`config.mk`:
```
export PLATFORM = sky130hd
export DESIGN_NAME = phy_link_supervisor_5g
export DESIGN_NICKNAME = d
export VERILOG_FILES = /design/src/rtl/phy_link_supervisor_5g.sv
export SDC_FILE = /design/constraint.sdc
export NUM_CORES = 1
export LEC_CHECK = 0
export CAP_MARGIN = 15
export CORE_MARGIN = 4
export CORE_UTILIZATION = 30
export DETAILED_ROUTE_END_ITERATION = 8
export PLACE_DENSITY = 0.54
export SKIP_CTS_REPAIR_TIMING = 1
export SYNTH_ARGS = -nofsm -noshare
export SYNTH_HDL_FRONTEND = slang
export SYNTH_SLANG_ARGS = --single-unit
```
`constraint.sdc`:
```
create_clock -name clock -period 4 [get_ports clock]
set_clock_uncertainty 0.05 [all_clocks]
set_input_delay 0.4 -clock clock [delete_from_list [all_inputs] [get_ports clock]]
set_output_delay 0.4 -clock clock [all_outputs]
set_load 0.02 [all_outputs]
```
`src/rtl/phy_link_supervisor_5g.sv`:
```
// Link supervisor for the 5GBASE-R transceivers: requests controller resets, retries bring-up
// on timeout or sustained link loss, and publishes aggregate and per-lane link status.
module phy_link_supervisor_5g #(
  parameter int LANES       = 4,
  parameter int RST_CYCLES  = 16,
  parameter int TIMEOUT     = 100000,
  parameter int LOSS_CYCLES = 8,
  parameter int CNT_W       = 20
) (
  input  logic             clock,
  input  logic             reset,
  input  logic             force_reset,
  input  logic [LANES-1:0] tx_ready,
  input  logic [LANES-1:0] rx_ready,
  input  logic [LANES-1:0] rx_is_lockedtodata,
  input  logic [LANES-1:0] rx_block_lock,
  output logic             phy_reset,
  output logic             link_up,
  output logic [LANES-1:0] lane_up,
  output logic [1:0]       state,
  output logic [7:0]       retry_cnt
);

  localparam int                LOSS_W       = $clog2(LOSS_CYCLES + 1);
  localparam logic [CNT_W-1:0]  RST_LOAD     = CNT_W'(RST_CYCLES - 1);
  localparam logic [CNT_W-1:0]  TIMEOUT_LOAD = CNT_W'(TIMEOUT - 1);
  localparam logic [LOSS_W-1:0] LOSS_LAST    = LOSS_W'(LOSS_CYCLES - 1);

  typedef enum logic [1:0] {
    ST_RST     = 2'd0,
    ST_WAIT_TX = 2'd1,
    ST_WAIT_RX = 2'd2,
    ST_UP      = 2'd3
  } state_t;

  state_t            state_reg;
  logic [CNT_W-1:0]  timer_reg;
  logic [LOSS_W-1:0] loss_reg;
  logic [7:0]        retry_cnt_reg;
  logic              phy_reset_reg;
  logic              link_up_reg;
  logic [LANES-1:0]  lane_up_reg;
  logic [LANES-1:0]  block_lock_meta_reg;
  logic [LANES-1:0]  block_lock_sync_reg;
  logic [LANES-1:0]  lane_good;
  logic              all_tx;
  logic              all_good;
  logic              timer_zero;
  logic              to_rst_next;
  logic              retry_next;

  // Block lock comes from the PCS without a clock relationship; two flops per lane.
  always_ff @(posedge clock) begin
    if (reset) begin
      block_lock_meta_reg <= '0;
      block_lock_sync_reg <= '0;
    end else begin
      block_lock_meta_reg <= rx_block_lock;
      block_lock_sync_reg <= block_lock_meta_reg;
    end
  end

  genvar gi;
  generate
    for (gi = 0; gi < LANES; gi++) begin : g_lane
      assign lane_good[gi] = rx_ready[gi] & rx_is_lockedtodata[gi] & block_lock_sync_reg[gi];
    end
  endgenerate

  assign all_tx     = &tx_ready;
  assign all_good   = &lane_good;
  assign timer_zero = (timer_reg == '0);

  // Return-to-RST decision; force_reset wins so a coincident timeout/loss is not counted.
  always_comb begin
    to_rst_next = 1'b0;
    retry_next  = 1'b0;
    if (force_reset) begin
      to_rst_next = 1'b1;
    end else begin
      case (state_reg)
        ST_WAIT_TX: begin
          if (!all_tx && timer_zero) begin
            to_rst_next = 1'b1;
            retry_next  = 1'b1;
          end
        end
        ST_WAIT_RX: begin
          if (!all_good && (!all_tx || timer_zero)) begin
            to_rst_next = 1'b1;
            retry_next  = 1'b1;
          end
        end
        ST_UP: begin
          if (!all_tx || (!all_good && loss_reg == LOSS_LAST)) begin
            to_rst_next = 1'b1;
            retry_next  = 1'b1;
          end
        end
        default: begin
          to_rst_next = 1'b0;
          retry_next  = 1'b0;
        end
      endcase
    end
  end

  always_ff @(posedge clock) begin
    if (reset) begin
      state_reg     <= ST_RST;
      timer_reg     <= RST_LOAD;
      loss_reg      <= '0;
      retry_cnt_reg <= '0;
      phy_reset_reg <= 1'b1;
      link_up_reg   <= 1'b0;
      lane_up_reg   <= '0;
    end else begin
      if (retry_next && retry_cnt_reg != 8'hFF) begin
        retry_cnt_reg <= retry_cnt_reg + 8'd1;
      end
      if (to_rst_next) begin
        state_reg     <= ST_RST;
        timer_reg     <= RST_LOAD;
        loss_reg      <= '0;
        phy_reset_reg <= 1'b1;
        link_up_reg   <= 1'b0;
        lane_up_reg   <= '0;
      end else begin
        case (state_reg)
          ST_RST: begin
            if (timer_zero) begin
              state_reg     <= ST_WAIT_TX;
              timer_reg     <= TIMEOUT_LOAD;
              phy_reset_reg <= 1'b0;
            end else begin
              timer_reg <= timer_reg - 1'b1;
            end
          end
          ST_WAIT_TX: begin
            if (all_tx) begin
              state_reg <= ST_WAIT_RX;
              timer_reg <= TIMEOUT_LOAD;
            end else if (!timer_zero) begin
              timer_reg <= timer_reg - 1'b1;
            end
          end
          ST_WAIT_RX: begin
            if (all_good) begin
              state_reg   <= ST_UP;
              loss_reg    <= '0;
              link_up_reg <= 1'b1;
              lane_up_reg <= lane_good;
            end else if (!timer_zero) begin
              timer_reg <= timer_reg - 1'b1;
            end
          end
          ST_UP: begin
            // Short glitches are absorbed: lane_up follows live status, link_up holds.
            lane_up_reg <= lane_good;
            loss_reg    <= all_good ? '0 : loss_reg + LOSS_W'(1);
          end
          default: begin
            state_reg <= ST_RST;
            timer_reg <= RST_LOAD;
          end
        endcase
      end
    end
  end

  assign phy_reset = phy_reset_reg;
  assign link_up   = link_up_reg;
  assign lane_up   = lane_up_reg;
  assign state     = state_reg;
  assign retry_cnt = retry_cnt_reg;

endmodule

```
Word-level counts from Yosys, hierarchy flattened
Cells that the tools add are included.
- $add $sub $neg: 3
- $mul: 0
- divide/modulo/power cells: 0
- order comparisons: 0
- eq/ne operators: 9
- shifts and indexed selects: 0
- multiplexer cells: 20
- bitwise gates (word level): 8
- reductions and logical operators: 20
- operator list (kind ; number):
    two-way mux 20 bit ; 4
    one-hot mux 20 bit (3 select lines) ; 1
    logical NOT 20 bit ; 1
    subtractor 20 x 1 -> 20 bit (second input constant) ; 1
    one-hot mux 4 bit (2 select lines) ; 2
    two-way mux 4 bit ; 3
    AND reduction 4 bit ; 3
    adder 8 x 1 -> 8 bit (second input constant) ; 1
    AND 1 bit ; 8
    != test 2 bit (second input constant) ; 4
    != test 8 bit (second input constant) ; 1
    two-way mux 2 bit ; 3
    one-hot mux 2 bit (3 select lines) ; 1
    AND reduction 2 bit ; 3
    two-way mux 1 bit ; 5
    AND reduction 5 bit ; 1
    adder 4 x 1 -> 4 bit (second input constant) ; 1
    == test 2 bit (second input constant) ; 2
    == test 4 x 3 -> 1 bit (second input constant) ; 1
    logical AND 1 bit ; 4
    one-hot mux 1 bit (3 select lines) ; 1
    nonzero test 3 bit ; 1
    == test 2 x 1 -> 1 bit (second input constant) ; 1
    logical NOT 1 bit ; 2
    4 further kinds ; 5
- register bits after elaboration: 48
- bits in latches: 0
- memory bits (writable): 0
- memory bits (read-only): 0
- input port bits: 19
- output and inout bits: 16
- logic and storage cells: 69
- memories: 0

Logic depth before layout (Yosys ltp)
- word-level depth: 10
- depth in mapped cells: 11
- mapped depth without buffers: 10

Least setup slack after synthesis
OpenSTA, ideal clock, no wires.
- path kind: reg2reg
- start point: register timer_reg[9]
- end point: register timer_reg[0]
- setup time: 0.059 ns
- arrival time: 2.468 ns
- data required time: 3.891 ns
- setup slack: 1.423 ns
- stages on the path, launching flop included: 11
- path buffers: 1
- clock period less this slack: 2.577 ns
- cells stage by stage: dfxtp_1 or4_4 nand2b_1 nor3_1 buf_2 inv_1 ha_1 o21ai_0 a311oi_1 a21oi_1 nand2_1
- longest elaborated chain between the ends: 7
- elaborated cells on any way between the ends: 14
- those cells by class: 9 x mux; 5 x reduce/logical
- RTL lines (element ; line ; text):
    start: declaration ; 37 ; logic [CNT_W-1:0] timer_reg;
    start signal: assignment ; 136 ; timer_reg <= timer_reg - 1'b1;
    start signal: assignment ; 144 ; timer_reg <= timer_reg - 1'b1;
    start signal: assignment ; 154 ; timer_reg <= timer_reg - 1'b1;
    logical NOT 20 bit (*) ; 72 ; assign timer_zero = (timer_reg == '0);
    logical OR 1 bit ; 89 ; if (!all_good && (!all_tx || timer_zero)) begin
    logical AND 1 bit ; 89 ;
    two-way mux 1 bit ; 89 ;
    one-hot mux 1 bit (3 select lines) ; 81 ; case (state_reg)
    two-way mux 1 bit ; 78 ; if (force_reset) begin
    OR reduction 2 bit (no source line) ; -- ;
Every way passes the cells marked *; elsewhere a longest branch is shown, timed or not. The select of a mux whose other input is x is not followed.
A chain may end at the register's enable or synchronous reset.

Worst setup path in the final report
- start point: register state_reg[0], in the netlist state[0]
- end point: register retry_cnt_reg[7], in the netlist retry_cnt[7]
- longest elaborated chain between the ends: 4
- elaborated cells on any way between the ends: 6
- those cells by class: 3 x eq/ne; 2 x mux; 1 x reduce/logical
- RTL lines (element ; line ; text):
    start: declaration ; 36 ; state_t state_reg;
    start signal: assignment ; 110 ; state_reg <= ST_RST;
    start signal: assignment ; 122 ; state_reg <= ST_RST;
    start signal: assignment ; 132 ; state_reg <= ST_WAIT_TX;
    == test 2 bit or == test 2 x 1 -> 1 bit (tied branches) ; 81 ;
    one-hot mux 1 bit (3 select lines) (*) ; 81 ;
    two-way mux 1 bit (*) ; 78 ;
    logical AND 1 bit (*) ; 118 ; if (retry_next && retry_cnt_reg != 8'hFF) begin
    end signal: assignment ; 119 ; retry_cnt_reg <= retry_cnt_reg + 8'd1;
    end: declaration ; 39 ; logic [7:0] retry_cnt_reg;
Every way passes the cells marked *; elsewhere a longest branch is shown, timed or not.

==> flow_metrics.tcl <==
set metrics [dict create \
    dieArea_um2 10000 \
    clkLatencyLatePin_ns 0.31 \
    synth_edf_count 0 \
    final_antenna_net_count 0 \
    finalSetupViolCount 0 \
    crit_required_ns 4.18 \
    synthArstFlopShare_pct 0 \
    drt-total-wl_um 6510 \
    fill_cells 857 \
    grt_overflow 0 \
    crit_path_top_delay_cell "a2111oi_2" \
    yosysTopAreaCellShare_pct 37.7 \
    hold_viol 0 \
    min_period_ns 2.88 \
    synth_cells 316 \
    initial_core_util_pct 31.0 \
    synth_compound_area_share_pct 23.6 \
    synth_area_per_cell_um2 8.06 \
    cts_buffers 5 \
    tns_ns 0 \
    syn-num-nets 346 \
    post_drt_wl_per_cell_um 14.3 \
    area_delta_synth_final_pct 21.9 \
    synth_warnings 0 \
    vias 2454 \
    core_um2 8220 \
    htreeDepth 2 \
    drt-initial-drc-count 99 \
    diodes 0 \
    status "finished, final reports clean" \
    slew_viol_final 0 \
    clk_pin_slew_ns 0.10 \
    leakagePower_uw 0.00111 \
    grt_pass1_vias 2271 \
    dp_hpwl_um 4650 \
    cts-root-buf "clkbuf_8" \
    start_kind "flip-flop" \
    grt_start_max_net_pins 26 \
    ys_ff_latch 48 \
    fin_crit_sh_pct 72.0 \
    yosysUniqueCellTypes 48 \
    ys_seq_area_share_pct 37.7 \
    die_h_um 100 \
    grt_first_pass_wirelength_um 11000 \
    max_freq_ghz 0.347 \
    io_buffers 34 \
    crit_path_max_incr_delay_ns 0.55 \
    dpl_cell_area_um2 2990 \
    drc 0 \
    end_kind "flip-flop" \
    muxShareOfSynthArea_pct 0.786 \
    layout.nets 378 \
    dieWidth_um 100 \
    ys_top_cells_by_count "dfxtp_1, nor2_1, a21oi_1" \
    synthSimpleGateAreaFrac_pct 27.0 \
    fin_area_um2 3100 \
    hold_class "reg2reg" \
    synthAdderAreaFrac_pct 5.41 \
    track_usage_pct 13.5 \
    num_rows 33 \
    cts_tree "built" \
    antenna_found_initial 0 \
    synthFlopType "dfxtp_1" \
    total_power_uw 890 \
    worstMarginPinSlew_ns 1.07 \
    drv_cap 0 \
    drt-vias-per-instance 5.41 \
    cp.arrival_ns 3.06 \
    rsz0062_at_grt "no" \
    yosysTopAreaCell "dfxtp_1" \
    clkSinkCount 48 \
    path_cells "inv_1 -> ha_1 -> o41ai_1 -> a2111oi_2 -> o21ai_1 -> buf_4 -> or4_1 -> a21oi_1" \
    synth_top_family_by_area "simple AND/OR/NAND/NOR gates" \
    gp_congestion 0.799 \
    drive_gt1_share_pct 5.73 \
    crit_type "reg2reg" \
    peakVddDrop_uv 167 \
    syn_area_um2 2550 \
    relSlewSlack_pct 27.7 \
    largest_reg_flops 20 \
    synth_area_leaders "dfxtp_1, a21oi_1, nor2_1" \
    worstPathMaxFanout 16 \
    yosysMostFrequentCell "dfxtp_1" \
    synth_xor_area_share_pct 2.06 \
    clock_path_buffers 2 \
    first_pass_iters 4 \
    ios 35 \
    powerDensity_nw_per_um2 287 \
]
-- through the flow --
stage,setup slack (ns),hold slack (ns),util (%),instances
final,1.12,0.393,37.8,454
after global routing,0.857,0.426,37.8,454
after CTS,1.10,0.398,37.8,454
after detailed placement,1.06,0.379,36.4,446
after global placement,1.10,0.366,36.4,446
after floorplan,1.42,0.364,-,316
-- metal layers --
| metal | vias up | global-route usage [%] | share of wire, % |
|---|---|---|---|
| met5 | - | 0 | 0 |
| met4 | 0 | 2.59 | 0.81 |
| met3 | 7 | 3.96 | 5.6 |
| met2 | 61 | 21.4 | 45 |
| met1 | 1154 | 18.3 | 49 |
| li1 | 1232 | - | - |
-- power by group --
part           leakage (µW)  internal [µW]  switching, µW
logic              0.000663           21.3           14.6
registers          0.000389            482           2.05
clock network     0.0000548            189            181
total               0.00111            692            197
-- critical path: cells and delay by family (launching register included) --
kind / cells / cell delay, ns
and+or+nand+nor: 1 / 0.47
AOI/OAI and AO/OA: 4 / 1.10
adders and majority gates: 1 / 0.48
DFF: 1 / 0.39
buffers and inverters: 2 / 0.31
-- cell type report --
class / instances / area (µm²) / share of cell area (%)
multi-input combinational: 247 / 1500 / 48.3
sequential: 48 / 961 / 31.0
timing repair buffer: 37 / 363 / 11.7
tap: 105 / 131 / 4.23
clock buffer: 5 / 68.8 / 2.22
clock inverter: 3 / 46.3 / 1.49
inverter: 9 / 33.8 / 1.09
-- placed cells by master, fill, tap and decap left out, types with 2 or more instances in the layout --
master            n
a21oi_1          32
o21ai_0          19
nor2_1           42
inv_1             9
nand3_1          14
o31ai_1           3
a22oi_1           4
or3_1             6
nor2b_1          10
buf_4             3
nor4_1            5
mux2i_1           2
clkdlybuf4s50_1  34
or4_1             7
xnor2_1           3
o211ai_1          2
nand4b_1          2
xor2_1            3
a311oi_1          6
nand2b_1          7
ha_1             11
nand2_1          19
a21o_1            2
nand4_1           2
or4_4             2
nor3_1            9
o221a_2           2
a32oi_1           2
o21ai_1           4
or2_2             2
o2111ai_1         3
o22ai_1           2
dfxtp_1          48
a31oi_1           6
clkbuf_8          5
-- logic make-up after synthesis --
kind of cell / count (synthesis)
adders and majority gates: 11
AOI/OAI and AO/OA: 95
DFF: 48
xor gates and xnor gates: 6
and+or+nand+nor: 133
muxes: 2
buffers and inverters: 21
-- final timing paths --
kind / from / cells past startpoint / end / slack [ns]
min reg2reg: block_lock_meta_reg[2] / 1 / block_lock_sync_reg[2] / 0.39
max: state[0] / 8 / retry_cnt[7] / 1.12
max reg2reg: state[0] / 8 / retry_cnt[7] / 1.12
min: block_lock_meta_reg[2] / 1 / block_lock_sync_reg[2] / 0.39
No activity file was read; power rests on OpenSTA's default activity.
